File: src/rtl/baud_tick_gen.sv
// Baud tick generator: divides clk by (ref_active+1) into tick16, and by OVS*(ref_active+1) into tickbit.
// Optional mid-bit strobe enabled by defining BAUD_MIDBIT_EN.
module baud_tick_gen #(
    parameter int unsigned WIDTH       = 9,
    parameter int unsigned DEFAULT_REF = 324,
    parameter int unsigned OVS         = 16
) (
    input  logic                     clk,
    input  logic                     rst,
    input  logic                     en,
    input  logic [WIDTH-1:0]         refer,
    input  logic                     restart,
    output logic                     tick16,
    output logic                     tickbit,
    output logic                     midbit,
    output logic [$clog2(OVS)-1:0]   phase,
    output logic [WIDTH-1:0]         ref_active
);

    localparam int unsigned PW = $clog2(OVS);
    localparam logic [PW-1:0] PHASE_LAST = PW'(OVS - 1);

    logic [WIDTH-1:0] div_cnt_q, div_cnt_d;
    logic [WIDTH-1:0] ref_q, ref_d;
    logic [PW-1:0]    phase_q, phase_d;
    logic             tick16_q, tick16_d;
    logic             tickbit_q, tickbit_d;
    logic             wrap;

    // The shadow divisor only moves at wrap, restart or while disabled, so the
    // counter can never overshoot it.
    assign wrap = (div_cnt_q == ref_q);

    always_comb begin
        div_cnt_d = div_cnt_q;
        ref_d     = ref_q;
        phase_d   = phase_q;
        tick16_d  = 1'b0;
        tickbit_d = 1'b0;
        if (restart) begin
            div_cnt_d = '0;
            phase_d   = '0;
            ref_d     = refer;
        end else if (!en) begin
            div_cnt_d = '0;
            phase_d   = '0;
            ref_d     = refer;
        end else if (wrap) begin
            div_cnt_d = '0;
            ref_d     = refer;
            phase_d   = phase_q + PW'(1);
            tick16_d  = 1'b1;
            tickbit_d = (phase_q == PHASE_LAST);
        end else begin
            div_cnt_d = div_cnt_q + WIDTH'(1);
        end
    end

    always_ff @(posedge clk or negedge rst) begin
        if (!rst) begin
            div_cnt_q <= '0;
            ref_q     <= WIDTH'(DEFAULT_REF);
            phase_q   <= '0;
            tick16_q  <= 1'b0;
            tickbit_q <= 1'b0;
        end else begin
            div_cnt_q <= div_cnt_d;
            ref_q     <= ref_d;
            phase_q   <= phase_d;
            tick16_q  <= tick16_d;
            tickbit_q <= tickbit_d;
        end
    end

`ifdef BAUD_MIDBIT_EN
    localparam logic [PW-1:0] PHASE_MID = PW'(OVS / 2 - 1);

    logic midbit_q, midbit_d;

    always_comb begin
        midbit_d = 1'b0;
        if (!restart && en && wrap && (phase_q == PHASE_MID)) begin
            midbit_d = 1'b1;
        end
    end

    always_ff @(posedge clk or negedge rst) begin
        if (!rst) begin
            midbit_q <= 1'b0;
        end else begin
            midbit_q <= midbit_d;
        end
    end

    assign midbit = midbit_q;
`else
    assign midbit = 1'b0;
`endif

    assign tick16     = tick16_q;
    assign tickbit    = tickbit_q;
    assign phase      = phase_q;
    assign ref_active = ref_q;

endmodule

File: config.mk
export PLATFORM = sky130hd
export DESIGN_NAME = baud_tick_gen
export DESIGN_NICKNAME = d
export VERILOG_FILES = /design/src/rtl/baud_tick_gen.sv
export SDC_FILE = /design/constraint.sdc
export NUM_CORES = 1
export LEC_CHECK = 0
export ABC_AREA = 0
export BUFFER_PORTS_ARGS = -buffer_cell sky130_fd_sc_hd__buf_2
export CORE_MARGIN = 1
export CORE_UTILIZATION = 46
export CTS_CLUSTER_SIZE = 10
export DETAILED_ROUTE_END_ITERATION = 10
export GPL_TIMING_DRIVEN = 0
export PLACE_DENSITY = 0.8
export SYNTH_ARGS = -nofsm -noshare
export SYNTH_HDL_FRONTEND = slang
export SYNTH_SLANG_ARGS = --single-unit
export TNS_END_PERCENT = 50
File: constraint.sdc
create_clock -name clk -period 2.05 [get_ports clk]
set_input_delay 0.205 -clock clk [delete_from_list [all_inputs] [get_ports clk]]
set_output_delay 0.205 -clock clk [all_outputs]
set_load 0.03 [all_outputs]
==> results.yml <==
yosys:
  synthTopCellsByCount: "dfrtp_1, nor2_1, nand2_1, xnor2_1, mux2_2"
  syn_nets: 121
  yosysWarnings: 0
  synth-edff-count: 0
  synth.distinct_cells: 26
  seq_area_frac_synth: 0.508
  synth-main-ff-cell: "dfrtp_1"
  synth_top_cell_by_area: "dfrtp_1"
  ys_ff_latch: 24
  synth_top_area_share: 0.442
  ys_async_sr_fraction: 1.00
  yosys-top-cells-area: "dfrtp_1, xnor2_1, mux2_2"
  avgSynthCellArea_um2: 11.2
  synthesis.area_mm2: 0.00119
  yosysMostFrequentCell: "dfrtp_1"
  synth_cells: 106
route:
  via_per_inst: 5.17
  drtIter0Drc: 14
  drt-total-wl_um: 2100
  dr_total_vias: 879
  route.detailed.drc: 0
  first_pass_iters: 4
  wl_per_cell_um: 12.3
  detail-route-antenna-nets: 0
sta:
  setup_viol: 0
  fmax_mhz: 507
  period_share: 0.963
  worst_pin_slew_ns: 0.539
  maxSlewHeadroom: 0.641
  rsz0062_at_grt: "false"
  finalCriticalPeriod_ns: 1.97
  whs_ns: 0.114
  hold_violations: 0
  final_max_slew_viol_count: 0
  finClkSkew_ns: 0.000936
finish:
  seqCellArea_um2: 608
  syn_to_final_growth_pct: 20.0
  finalNonFillerCells: 170
  fin_nets: 156
  drive_gt1_frac: 0.379
  nFillCells: 229
  postLayoutCoreUtil: 0.581
  diodes: 0
  multi_input_area_um2: 554
floorplan:
  ios: 29
  core_area_mm2: 0.00245
  die_x_um: 52.8
  design.die.area_mm2: 0.00279
  start_util: 0.484
  num_rows: 18
  dieHeight_um: 52.8
grt:
  grt_pass1_vias: 853
  grt_max_degree: 25
  grt_pass1_wl_um: 3570
  antenna_found_initial: 0
  grt_overflow: 0
  track_usage: 0.180
critical_path:
  r2r_start: "div_cnt_q[5]"
  r2r_slack_ns: 0.08
  cp.arrival_ns: 2.18
  regToRegEndpoint: "ref_active[1]"
  worstSetupEndpointType: "flop"
  crit_required_ns: 2.26
  worst-r2r-cell-count: 5
  path_class: "flop to flop"
  critical_path.max_fanout: 5
  setup.worst_path.start_class: "flop"
clock_network:
  insertion_delay_ns: 0.31
  cts_tree: "done"
  htreeDepth: 1
  cts.path.max_buffers: 2
  cts_root_buf: "clkbuf_4"
  cts_buffers: 3
  cts.sinks: 24
  clkTransAtPathRegs_ns: 0.12
worst_hold_path:
  min_path_type: "input port to flop"
  min_to: "ref_active[3]"
  holdPathStages: 2
  min_from: "refer[3]"
power:
  netSwitchingPower_mw: 0.238
  p_sw_frac: 0.264
  intPower_mw: 0.663
  irDropWorstVdd_mv: 0.407
  powerDensity_mw_per_mm2: 631
  power_frac_seq: 0.568
  comb_power_share: 0.160
  p_clk_frac: 0.271
  power.leakage_nw: 0.652
place:
  io_buffers: 27
  gp_congestion: 0.818
  hpwlAfterDp_um: 1620
  place_inst: 163
job:
  drv_cap: 0
run_status:
  status: "complete, no violations"
==> layout make-up <==
type                       instances  area share
inverter                           1     0.00263
sequential                        24       0.426
clock buffer                       4      0.0254
multi-input combinational         78       0.389
buffer                             3      0.0184
timing repair buffer              30       0.112
tap                               30      0.0263
==> state kept, by name, summed over array words and instances, names as in the netlist <==
signal and flops:
tick16 1, div_cnt_q 9, phase 4, tickbit 1, ref_active 9
==> power by group through the flow <==
| stage | clock network (mW) | registers, mW | logic, mW |
|---|---|---|---|
| after global placement | 0 | 0.520 | 0.138 |
| final | 0.244 | 0.512 | 0.144 |
| after detailed placement | 0 | 0.521 | 0.142 |
| after CTS | 0.257 | 0.512 | 0.146 |
| after floorplan | 0 | 0.550 | 0.0652 |
| after global routing | 0.268 | 0.515 | 0.159 |
==> cells in the final DEF (no fill, tap or decap), types with 2 or more instances in the layout <==
master     n
dfrtp_2    3
nand2b_1   3
buf_4      4
xor2_1     5
dfrtp_1   18
mux2i_1    3
nor4_1     2
dfstp_2    3
buf_2     27
nand3_1    5
mux2_2     8
nor3_1     5
clkbuf_4   3
nand2_1   11
nand4_1    2
ha_1       2
nor2_1    12
xnor2_1   11
==> metal layers <==
layer | global-route usage | wire, um | vias to the layer above
met1 | 0.193 | 853 | 428
li1 | - | - | 429
met2 | 0.335 | 1160 | 18
met3 | 0.0261 | 61 | 4
met4 | 0.0921 | 27 | 0
met5 | 0 | 0 | -
==> critical path, cell delays in order (launching register included) <==
cell and delay, ns:
dfrtp_2 0.46, xor2_1 0.19, or3_4 0.43, o31ai_4 0.25, buf_4 0.20, mux2_2 0.34
==> repair_timing <==
item | in CTS | in global routing
endpoints found under the hold margin | 21 | 0
resized for setup | 0 | 1
endpoints found under the setup margin | 3 | 8
pin swaps | 1 | 1
hold buffers | 1 | 0
setup buffers | 2 | 0
==> cell families after synthesis <==
group,synth area share
AO/OA/AOI/OAI,0.0316
XOR/XNOR,0.118
adder cells (fa/ha/maj),0.0210
buffers and inverters,0.0253
flip-flops,0.508
multiplexers,0.114
other,0.00315
AND/OR/NAND/NOR,0.179
==> how the worst max path moves through the flow <==
stage | from | end | slack (ns)
floorplan | ref_active[5] | ref_active[3] | 0.008
global placement | div_cnt_q[5] | ref_active[3] | -0.08
detailed placement | div_cnt_q[5] | ref_active[3] | -0.11
CTS | div_cnt_q[5] | ref_active[1] | 0.03
global route | div_cnt_q[5] | ref_active[5] | 0.004
finish | div_cnt_q[5] | ref_active[1] | 0.08
==> metrics by stage <==
| step | TNS (ns) | worst slack (ns) | cell area [um2] | total power, mW |
|---|---|---|---|---|
| 2_1_floorplan | 0 | 0.00828 | 1190 | 0.615 |
| 3_3_place_gp | -0.0788 | -0.0788 | 1360 | 0.658 |
| 3_5_place_dp | -0.105 | -0.105 | 1360 | 0.663 |
| 4_1_cts | 0 | 0.0349 | 1430 | 0.916 |
| 5_1_grt | 0 | 0.00418 | 1430 | 0.942 |
| 6_report | 0 | 0.0768 | 1430 | 0.900 |
No activity file was read; power rests on OpenSTA's default activity.
